**src/rtl/hazard_stall_controller.sv**
```systemverilog
// Pipeline hazard sequencer: load-use bubble, multiply/divide freeze, branch flush,
// and a saturating count of cycles in which the PC was held.
module hazard_stall_controller #(
   parameter int REG_ADDR_W = 5,
   parameter int MD_LATENCY = 4
) (
   input  logic                  clk,
   input  logic                  reset,
   input  logic [REG_ADDR_W-1:0] IF_ID_RegRs,
   input  logic [REG_ADDR_W-1:0] IF_ID_RegRt,
   input  logic                  IF_ID_UsesRt,
   input  logic [REG_ADDR_W-1:0] ID_EX_RegRt,
   input  logic                  ID_EX_MemRead,
   input  logic                  ID_EX_MulDiv,
   input  logic                  EX_BranchTaken,
   output logic                  PC_Write,
   output logic                  IF_ID_Write,
   output logic                  ID_EX_Write,
   output logic                  ID_EX_Bubble,
   output logic                  EX_MEM_Bubble,
   output logic                  IF_ID_Flush,
   output logic                  ID_EX_Flush,
   output logic                  MD_Start,
   output logic                  MD_Busy,
   output logic [15:0]           StallCycles
);

   typedef enum logic {RUN, MD_WAIT} state_t;

   localparam logic [7:0] MD_LOAD = 8'(MD_LATENCY - 1);

   state_t      state_q, state_d;
   logic [7:0]  md_cnt_q, md_cnt_d;
   logic [15:0] stall_cycles_q, stall_cycles_d;
   logic        load_use;

   // A zero destination never creates a dependency (r0 is hardwired).
   assign load_use = ID_EX_MemRead && (ID_EX_RegRt != '0) &&
                     ((ID_EX_RegRt == IF_ID_RegRs) ||
                      (IF_ID_UsesRt && (ID_EX_RegRt == IF_ID_RegRt)));

   always_comb begin
      PC_Write      = 1'b1;
      IF_ID_Write   = 1'b1;
      ID_EX_Write   = 1'b1;
      ID_EX_Bubble  = 1'b0;
      EX_MEM_Bubble = 1'b0;
      IF_ID_Flush   = 1'b0;
      ID_EX_Flush   = 1'b0;
      MD_Start      = 1'b0;
      MD_Busy       = 1'b0;
      state_d       = state_q;
      md_cnt_d      = md_cnt_q;

      if (!reset) begin
         case (state_q)
            RUN: begin
               if (EX_BranchTaken) begin
                  IF_ID_Flush = 1'b1;
                  ID_EX_Flush = 1'b1;
               end else if (ID_EX_MulDiv) begin
                  MD_Start      = 1'b1;
                  PC_Write      = 1'b0;
                  IF_ID_Write   = 1'b0;
                  ID_EX_Write   = 1'b0;
                  EX_MEM_Bubble = 1'b1;
                  state_d       = MD_WAIT;
                  md_cnt_d      = MD_LOAD;
               end else if (load_use) begin
                  PC_Write     = 1'b0;
                  IF_ID_Write  = 1'b0;
                  ID_EX_Bubble = 1'b1;
               end
            end
            MD_WAIT: begin
               MD_Busy = 1'b1;
               // On the final count the freeze drops so EX/MEM captures the result;
               // the still-asserted ID_EX_MulDiv is not looked at in this state.
               if (md_cnt_q != 8'd0) begin
                  PC_Write      = 1'b0;
                  IF_ID_Write   = 1'b0;
                  ID_EX_Write   = 1'b0;
                  EX_MEM_Bubble = 1'b1;
                  md_cnt_d      = md_cnt_q - 8'd1;
               end else begin
                  state_d = RUN;
               end
            end
            default: state_d = RUN;
         endcase
      end
   end

   always_comb begin
      stall_cycles_d = stall_cycles_q;
      if (!PC_Write && (stall_cycles_q != 16'hFFFF))
         stall_cycles_d = stall_cycles_q + 16'd1;
   end

   always_ff @(posedge clk) begin
      if (reset) begin
         state_q        <= RUN;
         md_cnt_q       <= 8'd0;
         stall_cycles_q <= 16'd0;
      end else begin
         state_q        <= state_d;
         md_cnt_q       <= md_cnt_d;
         stall_cycles_q <= stall_cycles_d;
      end
   end

   assign StallCycles = stall_cycles_q;

endmodule

```
**config.mk**
```make
export PLATFORM = sky130hd
export DESIGN_NAME = hazard_stall_controller
export DESIGN_NICKNAME = d
export VERILOG_FILES = /design/src/rtl/hazard_stall_controller.sv
export SDC_FILE = /design/constraint.sdc
export NUM_CORES = 1
export LEC_CHECK = 0
export BUFFER_PORTS_ARGS = -buffer_cell sky130_fd_sc_hd__buf_2
export CORE_MARGIN = 2
export CORE_UTILIZATION = 45
export DETAILED_ROUTE_END_ITERATION = 10
export GPL_TIMING_DRIVEN = 1
export HOLD_SLACK_MARGIN = 0.08
export PLACE_DENSITY = 0.75
export SLEW_MARGIN = 20
export SYNTH_ARGS = -nofsm -noshare
export SYNTH_HDL_FRONTEND = slang
export SYNTH_SLANG_ARGS = --single-unit
```
**constraint.sdc**
```tcl
create_clock -name clk -period 2.3 [get_ports clk]
set_clock_uncertainty 0.15 [all_clocks]
set_input_delay 0 -clock clk [delete_from_list [all_inputs] [get_ports clk]]
set_output_delay 0 -clock clk [all_outputs]
set_load 0.05 [all_outputs]
```
==> results of run 1 <==
## sequential cells by signal (all words and copies together) (netlist names)
register	cells
state_q	1
md_cnt_q	8
StallCycles	16
## final timing paths
| kind | startpoint | endpoint | depth (start not counted) |
|---|---|---|---|
| max reg2reg | md_cnt_q[0] | StallCycles[12] | 8 |
| max | md_cnt_q[0] | StallCycles[12] | 8 |
| min reg2reg | md_cnt_q[0] | md_cnt_q[0] | 2 |
| min | ID_EX_MemRead | StallCycles[4] | 7 |
## layout make-up
cell class / count / area [sq um]
Sequential cell: 25 / 502
Clock buffer: 3 / 22.5
Inverter: 9 / 33.8
Multi-Input combinational cell: 127 / 858
Tap cell: 33 / 41.3
Fill cell: 286 / 1220
Clock inverter: 1 / 7.51
Timing Repair Buffer: 55 / 313
## tightest hold or removal path: cells and delay by family
kind                   cells  cell delay (ns)
AO/OA/AOI/OAI              2             0.16
XOR/XNOR                   1             0.10
buffers and inverters      2             0.17
AND/OR/NAND/NOR            2             0.32
## metal layers
layer | wire length (um) | vias to the layer above
li1 | - | 688
met5 | 0 | -
met4 | 38 | 0
met3 | 173 | 5
met1 | 1450 | 601
met2 | 1490 | 54
## repair_timing
action / CTS / global route
hold buffers: 3 / 0
resized for setup: 1 / 6
gates cloned: 0 / 0
pin swaps: 0 / 3
buffers inserted: 0 / 1
hold endpoints to repair: 13 / 0
setup endpoints to repair: 1 / 9
## synth_stat cells (2+ instances only)
| cell | n |
|---|---|
| a211oi_4 | 2 |
| a21oi_1 | 4 |
| and2_1 | 2 |
| and3_1 | 7 |
| buf_4 | 2 |
| clkbuf_1 | 2 |
| dfxtp_1 | 25 |
| ha_1 | 3 |
| inv_1 | 9 |
| mux2i_1 | 3 |
| nand2_1 | 17 |
| nand3_1 | 9 |
| nand4_1 | 4 |
| nor2_1 | 18 |
| nor3_1 | 6 |
| nor4_1 | 2 |
| o211ai_1 | 3 |
| o21ai_0 | 6 |
| o31ai_1 | 2 |
| xnor2_1 | 17 |
| xor2_1 | 4 |
## power by group
group          switching, W  internal, W
clock              0.000140    0.0000665
combinational      0.000170     0.000131
sequential        0.0000258     0.000459
## through the flow
step / hold slack, ns / instance area, sq um / utilization (%) / setup WS, ns / power, W
after floorplan: 0.0139 / 1410 / - / 0.0657 / 0.000706
after global placement: 0.165 / 1690 / 56.1 / 0.0928 / 0.000770
after detailed placement: 0.164 / 1690 / 56.1 / 0.0260 / 0.000776
after CTS: 0.284 / 1750 / 58.2 / 0.0422 / 0.000988
after global routing: 0.293 / 1780 / 59.2 / 0.000573 / 0.00106
final: 0.286 / 1780 / 59.2 / 0.123 / 0.000993
## logic make-up after synthesis
family	after synthesis
DFF	25
and+or+nand+nor	76
xor gates and xnor gates	21
AOI/OAI and AO/OA	23
adders and majority gates	3
buffers and inverters	15
muxes	4
==> impl_metrics.env, run 1 <==
export IMPL_grt_pass1_wl_um=5240
export IMPL_syn_to_final_growth_pct=26.3
export IMPL_holdCritPathClass="in -> reg"
export IMPL_grtUsageMet1_pct=24.7
export IMPL_critPathMaxStageDelay_ns=0.35
export IMPL_vias=1348
export IMPL_syn_nets=191
export IMPL_io_pins=46
export IMPL_leakagePower_nw=0.800
export IMPL_drt_pass1_iter_count=4
export IMPL_cts_sinks=25
export IMPL_crit_chain="inv_1, ha_1, and4bb_4, a211oi_4, nand2_2, or2_4, o311ai_0, o41ai_1"
export IMPL_mostFrequentLayoutCells="43 x buf_2, 24 x dfxtp_1, 18 x nor2_1"
export IMPL_top_usage_layer="met2"
export IMPL_gr_usage_all_layers_pct=19.1
export IMPL_worst_ep_required_time_ns=2.36
export IMPL_async_reset_ff_share_pct=0
export IMPL_final_hold_violation_count=0
export IMPL_fp_dieW_um=59.9
export IMPL_yosys_cell_types_count=41
export IMPL_crit_path_end_kind="register"
export IMPL_routabilityCongestion=0.748
export IMPL_antenna_left=0
export IMPL_status="completed"
export IMPL_synth_top_area_share_pct=35.6
export IMPL_n_antenna_cell=0
export IMPL_met3_usage_pct=3.25
export IMPL_syn_inst=167
export IMPL_synthTopCellsByArea="dfxtp_1 36%, xnor2_1 11%, nor2_1 4.8%"
export IMPL_core_area_sq_um=3000
export IMPL_antenna_found_initial=0
export IMPL_yosys_area_top_type="dfxtp_1"
export IMPL_grt_pass1_vias=1207
export IMPL_yosys_area_share_simple_pct=27.9
export IMPL_synthAdderAreaFrac_pct=2.67
export IMPL_die_area_sq_um=3590
export IMPL_synth_xor_area_share_pct=13.1
export IMPL_crit_slowest_cell="dfxtp_2"
export IMPL_synth_edf_count=0
export IMPL_worst_slew_pin_slew_ns=0.385
export IMPL_place_hpwl_um=2390
export IMPL_irDropWorstVdd_mv=0.250
export IMPL_maxCapViolCount=0
export IMPL_finalMaxSlewViolations=0
export IMPL_drt_iter0_markers=58
export IMPL_synth_compound_area_share_pct=12.8
export IMPL_critical_path_buf_inv_count=1
export IMPL_rsz0062_at_grt="no"
export IMPL_root_buffer="clkbuf_4"
export IMPL_synth_top_family_by_area="simple AND/OR/NAND/NOR gates"
export IMPL_initial_core_util_pct=46.9
export IMPL_fmax_mhz=459
export IMPL_clock_latency_ns=0.32
export IMPL_final_common_cell="buf_2"
export IMPL_met2_usage_pct=32.3
export IMPL_pwr_density_cell_nw_per_um2=558
export IMPL_ys_ff_latch=25
export IMPL_cp_start_kind="register"
export IMPL_wirelength_um=3150
export IMPL_syn_area_per_cell_sq_um=8.43
export IMPL_crit_family="compound AO/OA/AOI/OAI gates"
export IMPL_setup_violations=0
export IMPL_drc=0
export IMPL_path_max_fanout=8
export IMPL_layout_min_cycle_time_ns=2.18
export IMPL_htreeDepth=1
export IMPL_relSlewSlack_pct=74.3
export IMPL_muxShareOfSynthArea_pct=2.93
export IMPL_ys_flop_type="dfxtp_1"
export IMPL_yosysWarnings=0
export IMPL_placementRows=20
export IMPL_clk_pin_slew_ns=0.15
export IMPL_wire_per_inst_um=12.5
export IMPL_grt_max_degree=20
export IMPL_synth_seq_area_share_pct=35.6
export IMPL_min_period_over_period_pct=94.6
export IMPL_drive_gt1_share_pct=30.9
export IMPL_dpl_cell_count=245
export IMPL_vias_per_cell=5.33
export IMPL_path_class="reg -> reg"
export IMPL_rrSetupSlack_ns=0.12
export IMPL_cts_buffer_depth=2
export IMPL_io_buffers=45
export IMPL_synthesis_area_sq_um=1410
export IMPL_nets=245
export IMPL_setup_tns_ns=0
export IMPL_numCtsBuffers=3
export IMPL_stdcell_count=253
export IMPL_overflow=0
export IMPL_worstPathArrival_ns=2.24
export IMPL_cts_tree="yes"
export IMPL_die_h_um=59.9
Note: power is estimated with default switching activity, not from simulation.
==> run 2: changes to the inputs <==
--- a/config.mk
+++ b/config.mk
@@ -8,6 +8,7 @@
 export BUFFER_PORTS_ARGS = -buffer_cell sky130_fd_sc_hd__buf_2
 export CORE_MARGIN = 2
 export CORE_UTILIZATION = 45
+export CTS_CLUSTER_SIZE = 24
 export DETAILED_ROUTE_END_ITERATION = 10
 export GPL_TIMING_DRIVEN = 1
 export HOLD_SLACK_MARGIN = 0.08
==> constraint.sdc (replaced) <==
create_clock -name clk -period 2.3 [get_ports clk]
set_clock_uncertainty 0.15 [all_clocks]
set_input_delay 0 -clock clk [delete_from_list [all_inputs] [get_ports clk]]
set_output_delay 0 -clock clk [all_outputs]
set_load 0.02 [all_outputs]
==> run 2 against run 1 <==
- die area did not move
- sequential share of layout area did not move
- register-to-register slack got worse by 0.02 ns
- flip-flop and latch count did not move
- global-route usage fell by 1.6 points
- critical path depth did not move
- count of clock-buffer cells in the layout rose by 1
- critical endpoint unchanged
- largest power group unchanged
==> impl_metrics.env, run 2 (synthesized netlist as in run 1, its figures left out) <==
export IMPL_vias=1307
export IMPL_placementRows=20
export IMPL_cts_buffer_depth=2
export IMPL_cp_start_kind="register"
export IMPL_routabilityCongestion=0.769
export IMPL_die_h_um=59.9
export IMPL_leakagePower_nw=0.803
export IMPL_wire_per_inst_um=12.0
export IMPL_final_hold_violation_count=0
export IMPL_crit_family="compound AO/OA/AOI/OAI gates"
export IMPL_rsz0062_at_grt="no"
export IMPL_mostFrequentLayoutCells="45 x buf_2, 24 x dfxtp_1, 17 x xnor2_1, 17 x nand2_1, 17 x nor2_1"
export IMPL_hold_slack_ns=0.296
export IMPL_drt_iter0_markers=39
export IMPL_grt_max_degree=20
export IMPL_crit_chain="inv_2, ha_1, and4bb_4, a211oi_4, nand2_2, or2_4, o311ai_1, o41ai_2"
export IMPL_layout_min_cycle_time_ns=2.19
export IMPL_finalMaxSlewViolations=0
export IMPL_min_period_over_period_pct=95.3
export IMPL_holdCritPathClass="in -> reg"
export IMPL_stdcell_count=253
export IMPL_pwr_density_cell_nw_per_um2=538
export IMPL_grt_pass1_vias=1152
export IMPL_regArea_sq_um=502
export IMPL_critPathMaxStageDelay_ns=0.35
export IMPL_overflow=0
export IMPL_numCtsBuffers=3
export IMPL_crit_start="md_cnt_q[0]"
export IMPL_core_area_sq_um=3000
export IMPL_fillCellCount=266
export IMPL_place_hpwl_um=2320
export IMPL_largest_reg_flops=16
export IMPL_grt_pass1_wl_um=4920
export IMPL_nets=245
export IMPL_maxCapViolCount=0
export IMPL_irDropWorstVdd_mv=0.398
export IMPL_status="completed"
export IMPL_io_buffers=45
export IMPL_r2r_start="md_cnt_q[0]"
export IMPL_clk_pin_slew_ns=0.13
export IMPL_gr_usage_all_layers_pct=17.5
export IMPL_critical_path_buf_inv_count=1
export IMPL_worst_ep_required_time_ns=2.36
export IMPL_fp_dieW_um=59.9
export IMPL_setup_violations=0
export IMPL_htreeDepth=1
export IMPL_initial_core_util_pct=46.9
export IMPL_die_area_sq_um=3590
export IMPL_drive_gt1_share_pct=31.8
export IMPL_path_max_fanout=8
export IMPL_path_class="reg -> reg"
export IMPL_drt_pass1_iter_count=4
export IMPL_worst_slew_pin_slew_ns=0.402
export IMPL_antenna_found_initial=0
export IMPL_syn_to_final_growth_pct=26.3
export IMPL_crit_path_end_kind="register"
export IMPL_wirelength_um=3040
export IMPL_crit_slowest_cell="dfxtp_2"
export IMPL_drc=0
export IMPL_io_pins=46
export IMPL_min_from="ID_EX_MemRead"
export IMPL_n_antenna_cell=0
export IMPL_vias_per_cell=5.17
export IMPL_worstPathArrival_ns=2.25
export IMPL_root_buffer="clkbuf_4"
export IMPL_cts_tree="yes"
export IMPL_antenna_left=0
export IMPL_fmax_mhz=456
export IMPL_dpl_cell_count=244
export IMPL_clock_latency_ns=0.32
export IMPL_cts_sinks=25
export IMPL_final_common_cell="buf_2"
export IMPL_relSlewSlack_pct=73.1
export IMPL_multi_input_area_sq_um=867
[run 2: cell type report]
type                            count  area share [%]
Clock buffer                        4            1.48
Inverter                            9            1.90
Multi-Input combinational cell    127            48.8
Sequential cell                    25            28.2
Tap cell                           33            2.32
Timing Repair Buffer               55            17.3
[run 2: layer usage]
metal  vias up  wire [um]  global-route usage (%)
met5         -          0                       0
met4         0          0                    3.81
met3         0        171                    4.55
met2        35       1460                    28.7
met1       586       1400                    23.0
li1        686          -                       -
[run 2: report_power, final]
| part | switching [W] | total (W) | leakage [nW] | internal, W |
|---|---|---|---|---|
| registers | 0.0000198 | 0.000478 | 0.203 | 0.000458 |
| logic | 0.000149 | 0.000282 | 0.585 | 0.000133 |
| clock network | 0.000128 | 0.000196 | 0.0150 | 0.0000678 |
[run 2: worst register-to-register path, delay by kind of cell (launching register included)]
kind            cells  cell delay, ns
simple gates        3            0.64
fa+ha+maj           1            0.19
flops               1            0.35
compound gates      3            0.71
buf+inv             1            0.05
[run 2: metrics by stage]
step                area [sq um]  worst slack [ns]  setup TNS, ns  util (%)  total power [W]
finish                      1780             0.107              0      59.2         0.000956
global route                1780           0.00852              0      59.2          0.00102
CTS                         1730            0.0170              0      57.7         0.000949
detailed placement          1670           -0.0124        -0.0124      55.8         0.000745
global placement            1670            0.0477              0      55.8         0.000738
floorplan                   1410             0.138              0         -         0.000677
[run 2: worst paths after layout]
check                         end  slack (ns)  depth (start not counted)
hold / removal    StallCycles[13]        0.30                          7
setup / recovery  StallCycles[12]        0.11                          8
hold reg to reg       md_cnt_q[0]        0.35                          2
setup reg to reg  StallCycles[12]        0.11                          8
[run 2: timing repair]
| action | CTS | global route |
|---|---|---|
| hold buffers | 3 | 0 |
| pin swaps | 2 | 7 |
| setup buffers | 0 | 2 |
| endpoints found under the hold margin | 13 | 0 |
| cloned | 0 | 0 |
| endpoints found under the setup margin | 1 | 6 |
| gates resized for setup | 1 | 9 |
